## src/rtl/riscv_stall_pkg.sv

```systemverilog
// Shared definitions for the OBI stall blocks (grant side and rvalid side).
package riscv_stall_pkg;

  typedef enum logic [1:0] {
    STALL_NONE   = 2'd0,
    STALL_FIXED  = 2'd1,
    STALL_RANDOM = 2'd2
  } stall_mode_e;

  localparam logic [31:0] LFSR_SEED = 32'h1;
  localparam logic [31:0] LFSR_TAPS = 32'h8020_0003;

  // One step of the right-shifting Galois LFSR.
  function automatic logic [31:0] lfsr_step(input logic [31:0] s);
    return (s >> 1) ^ (s[0] ? LFSR_TAPS : 32'h0);
  endfunction

endpackage

```

## src/rtl/riscv_rvalid_stall_if.sv

```systemverilog
// Response-phase bundle between memory model, rvalid staller and core,
// plus the stall configuration knobs and status flags.
interface riscv_rvalid_stall_if #(
  parameter int DATA_WIDTH = 32
);
  logic                  mem_rvalid_i;
  logic [DATA_WIDTH-1:0] mem_rdata_i;
  logic                  core_rvalid_o;
  logic [DATA_WIDTH-1:0] core_rdata_o;
  logic                  en_stall_i;
  logic [31:0]           stall_mode_i;
  logic [31:0]           max_stall_i;
  logic [31:0]           rvalid_stall_i;
  logic                  full_o;
  logic                  overflow_o;

  // Stall block side.
  modport slave (
    input  mem_rvalid_i, mem_rdata_i, en_stall_i, stall_mode_i,
           max_stall_i, rvalid_stall_i,
    output core_rvalid_o, core_rdata_o, full_o, overflow_o
  );

  // Memory model / bench side.
  modport master (
    output mem_rvalid_i, mem_rdata_i, en_stall_i, stall_mode_i,
           max_stall_i, rvalid_stall_i,
    input  core_rvalid_o, core_rdata_o, full_o, overflow_o
  );
endinterface

```

## src/rtl/riscv_stall_lfsr.sv

```systemverilog
// 32-bit Galois LFSR, seeded on reset, stepping only when enabled.
module riscv_stall_lfsr
  import riscv_stall_pkg::*;
(
  input  logic        clk,
  input  logic        rst_n,
  input  logic        en,
  output logic [31:0] state
);

  // Advance one step per enabled cycle.
  always_ff @(posedge clk or negedge rst_n) begin
    if (!rst_n)  state <= LFSR_SEED;
    else if (en) state <= lfsr_step(state);
  end

endmodule

```

## src/rtl/riscv_rvalid_stall.sv

```systemverilog
// OBI response-phase staller: every memory response is queued in order and
// released to the core after its own programmable delay.
// Optional feature macro: RVALID_STALL_LFSR_EN (LFSR-driven RANDOM mode;
// without it RANDOM behaves like FIXED with delay max_stall_i).
module riscv_rvalid_stall
  import riscv_stall_pkg::*;
#(
  parameter int DEPTH      = 4,
  parameter int DATA_WIDTH = 32,
  parameter int CNT_WIDTH  = 8
) (
  input  logic                 clk_i,
  input  logic                 rst_ni,
  riscv_rvalid_stall_if.slave  bus
);

  localparam int PW = $clog2(DEPTH);
  localparam logic [CNT_WIDTH-1:0] CNT_SAT = '1;

  logic [DATA_WIDTH-1:0] data_q [DEPTH];
  logic [CNT_WIDTH-1:0]  dly_q  [DEPTH];
  logic [PW-1:0]         rd_ptr, wr_ptr, rd_nxt;
  logic [PW:0]           count;
  logic [CNT_WIDTH-1:0]  head_cnt;

  logic [31:0]           rand_dly, d_raw;
  logic [CNT_WIDTH-1:0]  d_in, head_dly;
  logic [DATA_WIDTH-1:0] head_data;
  logic                  push, push_ok, pop, empty, head_vld;

`ifdef RVALID_STALL_LFSR_EN
  logic [31:0] lfsr;

  riscv_stall_lfsr u_lfsr (
    .clk   (clk_i),
    .rst_n (rst_ni),
    .en    (bus.mem_rvalid_i),
    .state (lfsr)
  );

  // max_stall_i of all ones would overflow max+1; the full LFSR range is the answer there.
  always_comb begin
    rand_dly = lfsr;
    if (bus.max_stall_i != 32'hFFFF_FFFF) rand_dly = lfsr % (bus.max_stall_i + 32'd1);
  end
`else
  // No LFSR: RANDOM collapses to a fixed worst-case delay.
  always_comb rand_dly = bus.max_stall_i;
`endif

  // Delay chosen for the response arriving this cycle, saturated to the counter width.
  always_comb begin
    d_raw = 32'd0;
    if (bus.en_stall_i) begin
      if (bus.stall_mode_i == 32'(STALL_FIXED))       d_raw = bus.rvalid_stall_i;
      else if (bus.stall_mode_i == 32'(STALL_RANDOM)) d_raw = rand_dly;
    end
    d_in = (d_raw > 32'(CNT_SAT)) ? CNT_SAT : d_raw[CNT_WIDTH-1:0];
  end

  // An arrival into an empty queue is head in its own cycle, which gives the
  // one-cycle minimum latency without a separate bypass path.
  always_comb begin
    push      = bus.mem_rvalid_i;
    empty     = (count == '0);
    head_vld  = !empty || push;
    head_dly  = empty ? d_in : head_cnt;
    head_data = empty ? bus.mem_rdata_i : data_q[rd_ptr];
    pop       = head_vld && (head_dly == '0);
    push_ok   = push && ((count != (PW+1)'(DEPTH)) || pop);
    rd_nxt    = rd_ptr + PW'(1);
  end

  // Entry storage; no reset needed, validity lives in count.
  always_ff @(posedge clk_i) begin
    if (push_ok) begin
      data_q[wr_ptr] <= bus.mem_rdata_i;
      dly_q[wr_ptr]  <= d_in;
    end
  end

  // Pointers, occupancy, head countdown and sticky overflow.
  always_ff @(posedge clk_i or negedge rst_ni) begin
    if (!rst_ni) begin
      rd_ptr         <= '0;
      wr_ptr         <= '0;
      count          <= '0;
      head_cnt       <= '0;
      bus.overflow_o <= 1'b0;
    end else begin
      if (push_ok) wr_ptr <= wr_ptr + PW'(1);
      if (pop)     rd_ptr <= rd_nxt;
      case ({push_ok, pop})
        2'b10:   count <= count + (PW+1)'(1);
        2'b01:   count <= count - (PW+1)'(1);
        default: ;
      endcase
      // The next head starts counting in the cycle right after the pop.
      if (pop) begin
        if (count >= (PW+1)'(2))                head_cnt <= dly_q[rd_nxt];
        else if (count == (PW+1)'(1) && push_ok) head_cnt <= d_in;
      end else if (empty) begin
        if (push) head_cnt <= d_in - CNT_WIDTH'(1);
      end else begin
        head_cnt <= head_cnt - CNT_WIDTH'(1);
      end
      if (push && !push_ok) bus.overflow_o <= 1'b1;
    end
  end

  // Registered single-cycle response to the core; data forced to zero when idle.
  always_ff @(posedge clk_i or negedge rst_ni) begin
    if (!rst_ni) begin
      bus.core_rvalid_o <= 1'b0;
      bus.core_rdata_o  <= '0;
    end else begin
      bus.core_rvalid_o <= pop;
      bus.core_rdata_o  <= pop ? head_data : '0;
    end
  end

  assign bus.full_o = (count == (PW+1)'(DEPTH));

endmodule

```

## src/flat_wrapper.sv

```systemverilog
// flat-port wrapper written by rule: the top's interface ports become plain ports
module riscv_rvalid_stall_flat import riscv_stall_pkg::*;
#(
  parameter int DEPTH      = 4,
  parameter int DATA_WIDTH = 32,
  parameter int CNT_WIDTH  = 8
)
  (clk_i, rst_ni, bus_mem_rvalid_i, bus_mem_rdata_i, bus_en_stall_i, bus_stall_mode_i, bus_max_stall_i, bus_rvalid_stall_i, bus_core_rvalid_o, bus_core_rdata_o, bus_full_o, bus_overflow_o);
  riscv_rvalid_stall_if #(.DATA_WIDTH(DATA_WIDTH)) bus_i ();
  input  logic clk_i;
  input  logic rst_ni;
  input wire logic [$bits(bus_i.mem_rvalid_i)-1:0] bus_mem_rvalid_i;
  input wire logic [$bits(bus_i.mem_rdata_i)-1:0] bus_mem_rdata_i;
  input wire logic [$bits(bus_i.en_stall_i)-1:0] bus_en_stall_i;
  input wire logic [$bits(bus_i.stall_mode_i)-1:0] bus_stall_mode_i;
  input wire logic [$bits(bus_i.max_stall_i)-1:0] bus_max_stall_i;
  input wire logic [$bits(bus_i.rvalid_stall_i)-1:0] bus_rvalid_stall_i;
  output wire logic [$bits(bus_i.core_rvalid_o)-1:0] bus_core_rvalid_o;
  output wire logic [$bits(bus_i.core_rdata_o)-1:0] bus_core_rdata_o;
  output wire logic [$bits(bus_i.full_o)-1:0] bus_full_o;
  output wire logic [$bits(bus_i.overflow_o)-1:0] bus_overflow_o;
  assign bus_i.mem_rvalid_i = bus_mem_rvalid_i;
  assign bus_i.mem_rdata_i = bus_mem_rdata_i;
  assign bus_i.en_stall_i = bus_en_stall_i;
  assign bus_i.stall_mode_i = bus_stall_mode_i;
  assign bus_i.max_stall_i = bus_max_stall_i;
  assign bus_i.rvalid_stall_i = bus_rvalid_stall_i;
  assign bus_core_rvalid_o = bus_i.core_rvalid_o;
  assign bus_core_rdata_o = bus_i.core_rdata_o;
  assign bus_full_o = bus_i.full_o;
  assign bus_overflow_o = bus_i.overflow_o;
  riscv_rvalid_stall #(.DEPTH(DEPTH), .DATA_WIDTH(DATA_WIDTH), .CNT_WIDTH(CNT_WIDTH)) u_core (.clk_i(clk_i), .rst_ni(rst_ni), .bus(bus_i));
endmodule
```

## config.mk

```make
export PLATFORM = sky130hd
export DESIGN_NAME = riscv_rvalid_stall_flat
export DESIGN_NICKNAME = d
export VERILOG_FILES = /design/src/rtl/riscv_stall_pkg.sv /design/src/rtl/riscv_rvalid_stall_if.sv /design/src/rtl/riscv_stall_lfsr.sv /design/src/rtl/riscv_rvalid_stall.sv /design/src/flat_wrapper.sv
export SDC_FILE = /design/constraint.sdc
export NUM_CORES = 1
export LEC_CHECK = 0
export CORE_MARGIN = 2
export CORE_UTILIZATION = 41
export CTS_BUF_LIST = sky130_fd_sc_hd__clkbuf_8
export CTS_CLUSTER_DIAMETER = 30
export DETAILED_ROUTE_END_ITERATION = 6
export GPL_TIMING_DRIVEN = 0
export HOLD_SLACK_MARGIN = 0.1
export MAX_ROUTING_LAYER = met4
export PLACE_DENSITY = 0.65
export SYNTH_ARGS = -nofsm -noshare
export SYNTH_HDL_FRONTEND = slang
export SYNTH_SLANG_ARGS = --single-unit
```

## constraint.sdc

```tcl
create_clock -name clk_i -period 11.55 [get_ports clk_i]
set_input_delay 1.7325 -clock clk_i [delete_from_list [all_inputs] [get_ports clk_i]]
set_output_delay 1.7325 -clock clk_i [all_outputs]
set_load 0.01 [all_outputs]
```

Word-level counts from Yosys, hierarchy flattened
Memory sizes are Yosys's and may differ from the RTL's. Cells that the tools add are included.

Bits in registers: 49. Bits in latches: 0. Memory bits (writable): 160. ROM bits: 0. Input bits: 132. Output and inout port bits: 35. Logic and storage cells: 53. Memories: 2.

Memories: u_core.data_q (words 4, bits a word 32, read ports 1, clocked after Yosys merged registers in 0, write ports 1, RTL line riscv_rvalid_stall.sv:20) `logic [DATA_WIDTH-1:0] data_q [DEPTH];`; u_core.dly_q (words 4, bits a word 8, read ports 1, clocked after Yosys merged registers in 0, write ports 1, RTL line riscv_rvalid_stall.sv:21) `logic [CNT_WIDTH-1:0] dly_q [DEPTH];`.

Add/sub/neg operators: 6. Multipliers: 0. Divide/modulo/power cells: 0. Order comparisons: 2. Equal/unequal tests: 9. Shift-type cells: 0. Muxes and demuxes: 15. Bitwise gates (word level): 0. Reduce and logical (&&, ||, !) cells: 12.

Operators with widths (number): $mux 32 (5); $mux 8 (7); $eq 32x1->1 const B (1); $eq 32x2->1 const B (1); $gt 32x8->1 const B (1); $sub 8x1->8 const B (2); $logic_not 8->1 (1); $ne 3x3->1 const B (2); $pmux 3 s2 (1); $add 2x1->2 const B (2); $logic_and 1x1->1 (4); $add 3x1->3 const B (1); $eq 3x1->1 const B (1); $eq 3x3->1 const B (1); $ge 3x2->1 const B (1); $logic_not 3->1 (1); $ne 3x2->1 const B (1); $sub 3x1->3 const B (1); $eq 2x1->1 const B (1); $eq 2x2->1 const B (1); $logic_not 1->1 (2); $logic_or 1x1->1 (2); $mux 1 (2); $reduce_and 2->1 (1); $reduce_bool 2->1 (1).

Depth between registers and ports, before layout
Depth after elaboration: 15. Mapped depth: 16. Gate-level depth less buffers: 13.

Least setup slack after synthesis
Ideal clock, no wire load.

Path kind: input-to-reg. From: in bus_rvalid_stall_i[18]. To: mem u_core.data_q[0][0], enable pin. Setup time: 401 ps. Arrival: 4784 ps. Path slack: 6365 ps. Cell stages on the path: 10. Path buffers: 1. Cell sequence: nor4_1 -> nand4_1 -> o21ai_0 -> a31oi_1 -> mux2i_1 -> ha_1 -> buf_2 -> nand4_4 -> o21ai_2 -> and3_1.

Longest elaborated chain between the ends: 11.

Ends and longest elaborated chain: start, declared (RTL line flat_wrapper.sv:17) `input wire logic [$bits(bus_i.rvalid_stall_i)-1:0] bus_rvalid_stall_i;`; $mux 32 (RTL line riscv_rvalid_stall.sv:55) `if (bus.stall_mode_i == 32'(STALL_FIXED)) d_raw = bus.rvalid_stall_i;`; $mux 32 (RTL line riscv_rvalid_stall.sv:54) `if (bus.en_stall_i) begin`; $gt 32x8->1 (RTL line riscv_rvalid_stall.sv:58) `d_in = (d_raw > 32'(CNT_SAT)) ? CNT_SAT : d_raw[CNT_WIDTH-1:0];`; $mux 8 (RTL line riscv_rvalid_stall.sv:58); via u_core.d_in[0] (RTL line riscv_rvalid_stall.sv:27) `logic [CNT_WIDTH-1:0] d_in, head_dly;`; $mux 8 (RTL line riscv_rvalid_stall.sv:67) `head_dly = empty ? d_in : head_cnt;`; $logic_not 8->1 (RTL line riscv_rvalid_stall.sv:69) `pop = head_vld && (head_dly == '0);`; $logic_and 1x1->1 (RTL line riscv_rvalid_stall.sv:69); $logic_or 1x1->1 (RTL line riscv_rvalid_stall.sv:70) `push_ok = push && ((count != (PW+1)'(DEPTH)) || pop);`; $logic_and 1x1->1 (RTL line riscv_rvalid_stall.sv:70); $mux 1 (RTL line riscv_rvalid_stall.sv:76) `if (push_ok) begin`; $mux 1 (not written as such) (RTL line riscv_rvalid_stall.sv:77) `data_q[wr_ptr] <= bus.mem_rdata_i;`; end, declared (RTL line riscv_rvalid_stall.sv:20).

The timed path passes the listed nets, and every way through them passes these cells.

Worst setup path in the final report
From: in bus_stall_mode_i[3]. To: reg u_core.bus.core_rdata_o[14].

Longest elaborated chain between the ends: 10.

Ends and longest elaborated chain: start, declared (RTL line flat_wrapper.sv:15) `input wire logic [$bits(bus_i.stall_mode_i)-1:0] bus_stall_mode_i;`; $eq 32x2->1 (RTL line riscv_rvalid_stall.sv:56) `else if (bus.stall_mode_i == 32'(STALL_RANDOM)) d_raw = rand_dly;`; $mux 32 (RTL line riscv_rvalid_stall.sv:56); $mux 32 * (RTL line riscv_rvalid_stall.sv:55); $mux 32 * (RTL line riscv_rvalid_stall.sv:54); $gt 32x8->1 (RTL line riscv_rvalid_stall.sv:58); $mux 8 * (RTL line riscv_rvalid_stall.sv:58); via u_core.d_in[1] (RTL line riscv_rvalid_stall.sv:27); $mux 8 * (RTL line riscv_rvalid_stall.sv:67); $logic_not 8->1 * (RTL line riscv_rvalid_stall.sv:69); $logic_and 1x1->1 * (RTL line riscv_rvalid_stall.sv:69); $mux 32 * (RTL line riscv_rvalid_stall.sv:118) `bus.core_rdata_o <= pop ? head_data : '0;`; end signal, assigned (RTL line riscv_rvalid_stall.sv:118); end, declared (RTL line riscv_rvalid_stall_if.sv:21) `output core_rvalid_o, core_rdata_o, full_o, overflow_o`.

The timed path passes the listed nets; every way through them passes the cells marked *. A chain may end at the register's enable or synchronous reset.

==> impl_results.md <==
- Placed Cells: 1,025
- Signed area change from the synthesized netlist to the final layout: 34.6%
- Flop2flop setup slack: 6.95 ns
- GPL Wtd Cong: 0.847
- CTS sink cnt: 209
- # rows: 53
- Pin count of the biggest net entering global routing: 30
- IO Count: 167
- Number of unique standard cell types used by synthesis: 60
- Switching Fraction: 30.3%
- Part of the cycle the worst path needs: 48.7%
- Synthesized netlist cell count: 579
- NetSw: 0.862 mW
- Dominant synthesized flop cell: edfxtp_1
- Share of the synthesized area in the top cell type: 53.8%
- Flops & latches, synth: 209
- R2R cell count: 15
- Max transition margin: 42.7%
- Multiplexer share of the synthesized area: 12.1%
- Hold wc startpoint: u_core.bus.overflow_o
- Setup Viol. Count Final: 0
- # fillers: 1,703
- Cell type with the largest total area after synthesis: edfxtp_1
- Complex-gate fraction of the synthesized area: 6.76%
- Unrepaired setup endpoints after global routing: false
- Comb power frac: 32.5%
- Fraction of synthesis flops using an asynchronous set or reset pin: 23.4%
- Antenna Violating Nets Remaining: 0
- Vias in the first global route: 6,165
- Transition at the pin with the smallest max-transition slack: 0.859 ns
- Drt via density: 5.29
- Number of buffers created by CTS: 39
- Utilization after layout: 56.6%
- CTS tree: done
- Number of failing hold endpoints at the final stage: 0
- Worst r2r src: u_core.count[1]
- Path type of the worst min-delay path: flop to flop
- Initial antenna violation count: 0
- Type of the setup path with the least slack: input port to flop
- End of the worst register-to-register path: u_core.bus.core_rdata_o[27]
- Synthesized area: 0.00893 mm^2
- Fin Clk Skew: 0.0183 ns
- 1st-iter DRT viols: 350
- Adder-cell area share of the yosys netlist: 1.40%
- Maximum level of the CTS H-tree: 2
- Placeable core area: 0.0212 mm^2
- Number of warnings reported in the yosys synthesis log: 0
- Clock insertion delay at the later pin of the skew report: 0.54 ns
- Summed negative setup slack over all endpoints: 0 ns
- Buffers added on ports: 166
- Peak VDD IR: 0.120 mV
- Most instantiated cells after synthesis: edfxtp_1 (160), nand2_1 (88), dfrtp_1 (49), a21oi_1 (43), mux4_2 (40)
- Sequential cell area fraction in the yosys report: 67.6%
- Max Buffers Root-to-Sink: 3
- Startpoint type of the worst setup path: input port
- Final antenna diode count: 0
- Number of vias after detailed routing: 5,800
- Length of the first detailed-routing pass in iterations: 5
- Post-CTS setup repair buffer count: 0
- Internal power component: 1.99 mW
- Per-cell routed wire length: 19.3 um
- Number of cells traversed by the worst hold path: 1
- Number of violations of the max-capacitance limit: 0
- Synth area leaders: edfxtp_1 (54%), dfrtp_1 (14%), mux4_2 (10%)
- WL final: 21,200 um
- Arrival time at the worst endpoint: 6.00 ns
- Xor and xnor area share after synthesis: 0.785%
- Sequential fraction of design power: 36.8%
- Total gr overflow: 0
- Standby leakage power: 4.32 nW
- Critical Path RT: 11.93 ns
- Syn Area/Cell: 15.4 um^2
- Total GRT Usage: 19.2%
- Total of hold buffers inserted after clock tree synthesis: 0
- Result of the run: completed
- Minimum period implied by the final worst setup slack: 5.63 ns
- Number of enable flip-flop cells after synthesis: 160
- Vert. Die Dim: 152 um
- Worst Path Max Fanout: 10
- Post-Layout Cell Count: 1,097
- Pwr/cell area: 237 mW/mm^2
- Die Span X: 152 um
- Basic-gate share of the synthesized area counting and, or, nand and nor cells: 9.74%
- Synthesized Nets: 721
- Clk pin slew, worst setup/hold paths: 0.06 ns
- First-pass GRT wire length: 32,900 um
- Clock power share: 30.7%
- Cell with the most instances after synthesis: edfxtp_1
- Dominant combinational cell family by area after synthesis: multiplexers
- Total Nets Final: 933
- HPWL after detailed placement: 14,400 um
- DRC: 0
- Fmax: 178 MHz
- Initial core utilization: 42.1%
- Post-CTS sizing: 0
- Worst-case hold path end point: u_core.bus.overflow_o
- Die area: 0.0230 mm^2
- Clock root buffer master: clkbuf_8
- Hold slack: 0.485 ns
- Max-slew violations: 0
- Crit path capture type: flop
- Fraction of layout cells with a size suffix above 1: 16.9%
-- kinds of logic after synthesis --
group / count (synthesis)
flip-flops: 209
AND/OR/NAND/NOR: 168
AO/OA/AOI/OAI: 93
multiplexers: 54
buffers and inverters: 37
adder cells (fa/ha/maj): 10
XOR/XNOR: 8
-- per-layer routing --
metal | vias to the layer above | share of wire (%) | GRT usage, %
li1 | 2690 | - | -
met1 | 2932 | 41 | 24.3
met2 | 151 | 52 | 32.1
met3 | 27 | 5.0 | 3.53
met4 | 0 | 1.4 | 5.42
met5 | - | 0 | -
-- flip-flops by register name (all words and copies together), names as in the netlist --
name and cells:
u_core.data_q 128, u_core.rd_ptr 2, u_core.wr_ptr 2, u_core.count 3, u_core.bus.core_rvalid_o 1, u_core.bus.overflow_o 1
u_core.dly_q 32, u_core.head_cnt 8, u_core.bus.core_rdata_o 32
-- power by group through the flow --
stage | Clock [mW] | Combinational (mW) | Sequential (mW)
floorplan | 0 | 0.610 | 1.06
global placement | 0 | 0.893 | 1.06
detailed placement | 0 | 0.934 | 1.06
CTS | 0.890 | 0.938 | 1.05
global route | 0.924 | 1.02 | 1.06
finish | 0.873 | 0.927 | 1.05
-- worst max path at each step --
| stage | start | to | cells after the start |
|---|---|---|---|
| finish | bus_stall_mode_i[3] | u_core.bus.core_rdata_o[14] | 13 |
| detailed placement | bus_stall_mode_i[3] | u_core.bus.core_rdata_o[14] | 13 |
| global route | bus_stall_mode_i[3] | u_core.bus.core_rdata_o[14] | 13 |
| floorplan | bus_rvalid_stall_i[18] | u_core.data_q[0][0] | 10 |
| global placement | bus_max_stall_i[19] | u_core.data_q[2][25] | 11 |
| CTS | bus_stall_mode_i[3] | u_core.bus.core_rdata_o[27] | 13 |
-- layout by cell type, fill, tap and decap left out, drive strengths merged, types with 4 or more instances in the layout --
cell type and instances:
nand2 88, nor2b 5, bufinv 9, nand4 7, ha 10, clkdlybuf4s50 165
buf 17, nand3 4, inv 17, o21ai 10, nor3 9, and3 8
mux4 40, a21oi 43, o31a 6, mux2i 5, dfrtp 49, nor2 10
edfxtp 160, nor4 22, mux2 9, clkinv 7, xnor2 7, and2 5
o211ai 4, clkbuf 62, o31ai 8
-- cell type report --
type / instances / area (um^2) / share of cell area, %
Sequential cell: 209 / 6030 / 50.2
Inverter: 9 / 33.8 / 0.281
Multi-Input combinational cell: 333 / 2760 / 22.9
Clock buffer: 45 / 619 / 5.16
Tap cell: 275 / 344 / 2.86
Clock inverter: 27 / 363 / 3.02
Buffer: 28 / 111 / 0.927
Timing Repair Buffer: 171 / 1760 / 14.6
-- worst max-delay path, cell delays in order --
cell	delay (ns)
clkdlybuf4s50_1	0.47
nor4b_2	0.74
o21ai_0	0.39
a31oi_1	0.58
mux2i_1	0.17
ha_1	0.22
buf_2	0.19
o2111ai_1	0.09
a21oi_1	0.13
nand3_1	0.33
buf_2	0.34
buf_1	0.48
a21oi_1	0.11
-- through the flow --
stage	power [mW]	setup slack [ns]	area, um^2
finish	2.85	5.92	12000
global placement	1.95	4.65	10900
detailed placement	2.00	5.39	11000
floorplan	1.67	6.36	8930
CTS	2.88	5.93	12000
global route	3.01	5.48	12000
Note: power is estimated with default switching activity, not from simulation.
